`config.mk`:
```
export PLATFORM = sky130hd
export DESIGN_NAME = gold_code_sync_flat
export DESIGN_NICKNAME = d
export VERILOG_FILES = /design/src/rtl/gold_code_sync_if.sv /design/src/rtl/gold_code_sync.sv /design/src/flat_wrapper.sv
export SDC_FILE = /design/constraint.sdc
export NUM_CORES = 1
export LEC_CHECK = 0
export CAP_MARGIN = 0
export CORE_ASPECT_RATIO = 1.2
export CORE_MARGIN = 2
export CORE_UTILIZATION = 52
export CTS_BUF_LIST = sky130_fd_sc_hd__clkbuf_8
export DETAILED_ROUTE_END_ITERATION = 16
export GPL_TIMING_DRIVEN = 0
export PLACE_DENSITY = 0.79
export SLEW_MARGIN = 0
export SYNTH_ARGS = -nofsm -noshare
export SYNTH_HDL_FRONTEND = slang
export SYNTH_SLANG_ARGS = --single-unit
```
`constraint.sdc`:
```
create_clock -name i_clk -period 2.3 [get_ports i_clk]
set_input_delay 0.23 -clock i_clk [delete_from_list [all_inputs] [get_ports i_clk]]
set_output_delay 0.23 -clock i_clk [all_outputs]
set_load 0.005 [all_outputs]
```
`src/rtl/gold_code_sync_if.sv`:
```
// rtl/gold_code_sync_if.sv - control/chip/status bundle for gold_code_sync
//
// Purpose: groups the acquisition controls, the received chip stream and the
//          lock/diagnostic outputs of gold_code_sync.
// Signals:
//   start        master->slave  1   load local generators from seed, begin search
//   seed         master->slave  6   B-register seed, used only with start
//   chip_valid   master->slave  1   chip qualifies this cycle
//   chip         master->slave  1   received chip
//   state        slave->master  2   IDLE=0 SEARCH=1 VERIFY=2 LOCKED=3
//   locked       slave->master  1   state==LOCKED
//   window_done  slave->master  1   one-cycle pulse per completed window
//   match_count  slave->master  CW  agreements in the last completed window
//   slip_count   slave->master  15  slips since last start, saturating
interface gold_code_sync_if #(
  parameter int WINDOW = 32
);
  localparam int CW = $clog2(WINDOW) + 1;

  logic          start;
  logic [5:0]    seed;
  logic          chip_valid;
  logic          chip;
  logic [1:0]    state;
  logic          locked;
  logic          window_done;
  logic [CW-1:0] match_count;
  logic [14:0]   slip_count;

  modport master (
    output start, seed, chip_valid, chip,
    input  state, locked, window_done, match_count, slip_count
  );

  modport slave (
    input  start, seed, chip_valid, chip,
    output state, locked, window_done, match_count, slip_count
  );
endinterface

```
`src/rtl/gold_code_sync.sv`:
```
// rtl/gold_code_sync.sv - Gold code chip-stream acquisition and lock tracker
//
// Purpose: regenerates the 15-stage Gold sequence locally, correlates it with
//          the received chip stream over WINDOW-chip windows, slips the local
//          replica one chip per failed window, and tracks SEARCH/VERIFY/LOCKED.
// Ports:
//   i_clk  in   clock, rising edge
//   i_rst  in   synchronous active-high reset
//   bus    slave modport of gold_code_sync_if (start/seed/chip_valid/chip in,
//          state/locked/window_done/match_count/slip_count out)
module gold_code_sync #(
  parameter int WINDOW      = 32,
  parameter int THRESH      = 28,
  parameter int LOSS_THRESH = 20
) (
  input  logic               i_clk,
  input  logic               i_rst,
  gold_code_sync_if.slave    bus
);

  localparam int CW = $clog2(WINDOW) + 1;
  localparam int PW = $clog2(WINDOW);

  localparam logic [CW-1:0] L_THRESH = CW'(THRESH);
  localparam logic [CW-1:0] L_LOSS   = CW'(LOSS_THRESH);
  localparam logic [PW-1:0] L_LAST   = PW'(WINDOW - 1);
  localparam logic [14:0]   L_A_LOAD = 15'h4000;
  localparam logic [14:0]   L_SAT    = 15'h7FFF;

  typedef enum logic [1:0] {
    S_IDLE   = 2'd0,
    S_SEARCH = 2'd1,
    S_VERIFY = 2'd2,
    S_LOCKED = 2'd3
  } state_t;

  state_t        r_state;
  logic          r_locked;
  logic          r_wdone;
  logic [CW-1:0] r_match;
  logic [14:0]   r_slip;
  logic          r_pend;
  logic [CW-1:0] r_agree;
  logic [PW-1:0] r_pos;
  logic [14:0]   r_a;
  logic [14:0]   r_b;

  logic          w_local;
  logic          w_hit;
  logic          w_accept;
  logic [14:0]   w_a_next;
  logic [14:0]   w_b_next;
  logic [CW-1:0] w_agree_next;

  assign w_local      = r_a[0] ^ r_b[0];
  assign w_hit        = (bus.chip == w_local);
  assign w_accept     = bus.chip_valid && (r_state != S_IDLE);
  assign w_a_next     = {r_a[0] ^ r_a[1], r_a[14:1]};
  assign w_b_next     = {r_b[0] ^ r_b[1] ^ r_b[3] ^ r_b[12], r_b[14:1]};
  // Includes the current chip so the window-end decision sees the final count.
  assign w_agree_next = r_agree + {{(CW-1){1'b0}}, w_hit};

  always_ff @(posedge i_clk) begin
    if (i_rst) begin
      r_state  <= S_IDLE;
      r_locked <= 1'b0;
      r_wdone  <= 1'b0;
      r_match  <= '0;
      r_slip   <= '0;
      r_pend   <= 1'b0;
      r_agree  <= '0;
      r_pos    <= '0;
      r_a      <= '0;
      r_b      <= '0;
    end else if (bus.start) begin
      r_state  <= S_SEARCH;
      r_locked <= 1'b0;
      r_wdone  <= 1'b0;
      r_match  <= '0;
      r_slip   <= '0;
      r_pend   <= 1'b0;
      r_agree  <= '0;
      r_pos    <= '0;
      r_a      <= L_A_LOAD;
      r_b      <= {2'b01, 7'b0, bus.seed};
    end else begin
      r_wdone <= 1'b0;
      if (w_accept) begin
        if (r_pend) begin
          // Swallow this chip without advancing the replica: delays it by one.
          r_pend <= 1'b0;
          if (r_slip != L_SAT) r_slip <= r_slip + 15'd1;
        end else begin
          r_a <= w_a_next;
          r_b <= w_b_next;
          if (r_pos == L_LAST) begin
            r_match <= w_agree_next;
            r_agree <= '0;
            r_pos   <= '0;
            r_wdone <= 1'b1;
            case (r_state)
              S_SEARCH: begin
                if (w_agree_next >= L_THRESH) r_state <= S_VERIFY;
                else                          r_pend  <= 1'b1;
              end
              S_VERIFY: begin
                if (w_agree_next >= L_THRESH) begin
                  r_state  <= S_LOCKED;
                  r_locked <= 1'b1;
                end else begin
                  r_state <= S_SEARCH;
                  r_pend  <= 1'b1;
                end
              end
              S_LOCKED: begin
                if (w_agree_next < L_LOSS) begin
                  r_state  <= S_SEARCH;
                  r_locked <= 1'b0;
                  r_pend   <= 1'b1;
                end
              end
              default: ;
            endcase
          end else begin
            r_agree <= w_agree_next;
            r_pos   <= r_pos + 1'b1;
          end
        end
      end
    end
  end

  assign bus.state       = r_state;
  assign bus.locked      = r_locked;
  assign bus.window_done = r_wdone;
  assign bus.match_count = r_match;
  assign bus.slip_count  = r_slip;

endmodule
```
`src/flat_wrapper.sv`:
```
// flat-port wrapper written by rule: the top's interface ports become plain ports
module gold_code_sync_flat 
#(
  parameter int WINDOW      = 32,
  parameter int THRESH      = 28,
  parameter int LOSS_THRESH = 20
)
  (i_clk, i_rst, bus_start, bus_seed, bus_chip_valid, bus_chip, bus_state, bus_locked, bus_window_done, bus_match_count, bus_slip_count);
  gold_code_sync_if #(.WINDOW(WINDOW)) bus_i ();
  input  logic i_clk;
  input  logic i_rst;
  input wire logic [$bits(bus_i.start)-1:0] bus_start;
  input wire logic [$bits(bus_i.seed)-1:0] bus_seed;
  input wire logic [$bits(bus_i.chip_valid)-1:0] bus_chip_valid;
  input wire logic [$bits(bus_i.chip)-1:0] bus_chip;
  output wire logic [$bits(bus_i.state)-1:0] bus_state;
  output wire logic [$bits(bus_i.locked)-1:0] bus_locked;
  output wire logic [$bits(bus_i.window_done)-1:0] bus_window_done;
  output wire logic [$bits(bus_i.match_count)-1:0] bus_match_count;
  output wire logic [$bits(bus_i.slip_count)-1:0] bus_slip_count;
  assign bus_i.start = bus_start;
  assign bus_i.seed = bus_seed;
  assign bus_i.chip_valid = bus_chip_valid;
  assign bus_i.chip = bus_chip;
  assign bus_state = bus_i.state;
  assign bus_locked = bus_i.locked;
  assign bus_window_done = bus_i.window_done;
  assign bus_match_count = bus_i.match_count;
  assign bus_slip_count = bus_i.slip_count;
  gold_code_sync #(.WINDOW(WINDOW), .THRESH(THRESH), .LOSS_THRESH(LOSS_THRESH)) u_core (.i_clk(i_clk), .i_rst(i_rst), .bus(bus_i));
endmodule
```
==> results.tsv <==
metric	value	unit
ys_types	51	
critPathArrivalTime	2530	ps
ant_nets	0	
ys.flop_type	dfxtp_1	
die_h	88.6	um
place.gp.congestion	0.879	
pre_cts_ws	-536	ps
required	2540	ps
finalCriticalPeriod	2290	ps
io_buffers	35	
cts_buffer_depth	2	
worst_slew_pin_slew	548	ps
postCtsHoldBufs	0	
final_cell_count_no_fill	518	
setup_ws	12.1	ps
synthToLayoutAreaGrowth	25.2	%
fin_skew	9.32	ps
num_rows	30	
setup_viol	0	
drt_iter0_drc	133	
start_util	54.3	%
final_cell_mix	nand2_1, dfxtp_1, a21oi_1	
peakVddDrop	0.441	mV
fmax	437	MHz
grt_max_degree	13	
powerDensity	592	mW/mm2
synth_seq_area_share	43.3	%
nets	453	
core-area	0.00571	mm2
num_vias	2765	
io_pins	36	
htree_num_levels	3	
syn_inst	381	
hold_violations	0	
vias_per_cell	5.34	
synth_warnings	0	
drive_above_1_share	13.5	%
antenna_found_initial	0	
synth_area	0.00310	mm2
grt_setup_unrepaired	yes	
end_kind	flip-flop	
fillers	496	
cts_tree	done	
crit_type	flip-flop to flip-flop	
antenna_cells	0	
drt-total-wl	6.64	mm
numCtsBuffers	9	
track_usage	21.4	%
cts_num_sinks	67	
dp.cells	496	
ff_latch_area	0.00134	mm2
drc	0	
slew_headroom	63.3	%
holdCritPathClass	flip-flop to flip-flop	
layout_commonest_cell	nand2_1	
dr.pass1.iters	7	
synth_area_per_cell	8.13	um2
die-area	0.00659	mm2
first_global_vias	2434	
post-route-period-util	99.5	%
grt-ovfl-total	0	
grt_first_pass_wirelength	11.0	mm
ys_seq_elements	67	
max_cap_viol_count	0	
root_buffer	clkbuf_8	
power	2290	uW
wl_per_cell	12.8	um
insertion_delay	350	ps
critPathLaunchType	flip-flop	
worst-path-max-fanout	4	
dp_hpwl	4.64	mm
clk_transition_reported_paths	80	ps
p_leak	0.00133	uW
synth_nets	401	
synthArstFlopShare	0	%
die_w	74.5	um
synth-edff-count	0	
slew_violations	0	
multi_input_area	0.00171	mm2
status	finished clean	
cell families (layout without fill, tap and decap cells):
| kind of cell | Yosys count | count (layout) | synth area share (%) |
|---|---|---|---|
| and+or+nand+nor | 170 | 170 | 25.7 |
| AOI/OAI and AO/OA | 88 | 88 | 18.1 |
| DFF | 67 | 67 | 43.3 |
| buffers and inverters | 28 | 85 | 3.88 |
| xor gates and xnor gates | 18 | 18 | 5.09 |
| adders and majority gates | 9 | 9 | 3.63 |
| muxes | 1 | 1 | 0.323 |
timing repair:
action	in CTS	in global routing
pin swaps	2	5
setup buffers	2	4
endpoints found under the setup margin	4	36
gates resized for setup	9	14
per-layer routing:
layer  wire [um]  track usage [%]
met1        2870             25.4
met2        3400             37.4
met3         291             3.19
met4          80             9.90
met5           0                0
where the power goes:
| part | internal [uW] | switching [uW] | leakage (uW) |
|---|---|---|---|
| Clock | 530 | 464 | 0.0000987 |
| Sequential | 1170 | 9.50 | 0.000542 |
| Combinational | 49.0 | 70.5 | 0.000685 |
metrics by stage:
stage	hold slack, ps	cell area (um2)	TNS [ps]	util (%)
2_1_floorplan	400	3100	0	-
3_3_place_gp	438	3550	-2590	62.2
3_5_place_dp	446	3550	-3040	62.2
4_1_cts	456	3800	0	66.6
5_1_grt	453	3880	-189	68.0
6_report	453	3880	0	68.0
worst paths after layout:
check                startpoint  slack (ps)  cells past startpoint                   to
setup / recovery  u_core.r_b[0]          10                      9  u_core.bus.state[1]
hold / removal    u_core.r_b[7]         450                      2        u_core.r_b[6]
setup reg to reg  u_core.r_b[0]          10                      9  u_core.bus.state[1]
hold reg to reg   u_core.r_b[7]         450                      2        u_core.r_b[6]
area by class of cell:
type	count	share of cell area (%)
well taps	80	2.58
clock inverters	6	1.65
repair buffers	41	10.3
clock buffers	10	3.55
flip-flops and latches	67	34.6
plain buffers	24	2.90
multi-input cells	286	44.1
inverters	4	0.387
state kept, by name (all words and copies together) (netlist names), 2 cells and up:
register and count:
u_core.bus.state 2, u_core.r_a 15, u_core.r_b 15, u_core.r_pos 5, u_core.bus.slip_count 15, u_core.r_agree 6, u_core.bus.match_count 6
critical path: stages (launching register included):
cell and delay [ps]:
dfxtp_2 370, xor2_2 220, xnor2_2 140, ha_2 210
buf_4 120, nand3b_1 150, a211oi_4 390, nor4_2 80
a221o_1 380, mux2i_1 130
cell usage after synthesis, types with 2 or more instances:
master      n  area [um2]
a21oi_1    43         215
xor2_1      7        61.3
nand3_1     9        45.0
a211oi_1    4        30.0
nand4_1     2        12.5
o21ai_0    15        75.1
and3_1      5        31.3
buf_2       2        10.0
dfxtp_1    67        1340
ha_1        9         113
nor3_1      2        10.0
and2_1      2        12.5
inv_1       4        15.0
nand4bb_1   2        22.5
clkbuf_1   18        67.6
a31o_2      4        35.0
and4_4      2        22.5
xnor2_1    11        96.3
nand2_1    87         327
a311oi_1    6        52.6
o41ai_1     2        17.5
or4_1       2        15.0
nand3b_1    6        45.0
nor3b_1     3        22.5
or2_2       3        18.8
nor2_1     36         135
a31oi_1     4        25.0
Power figures use the tool's default switching activity.
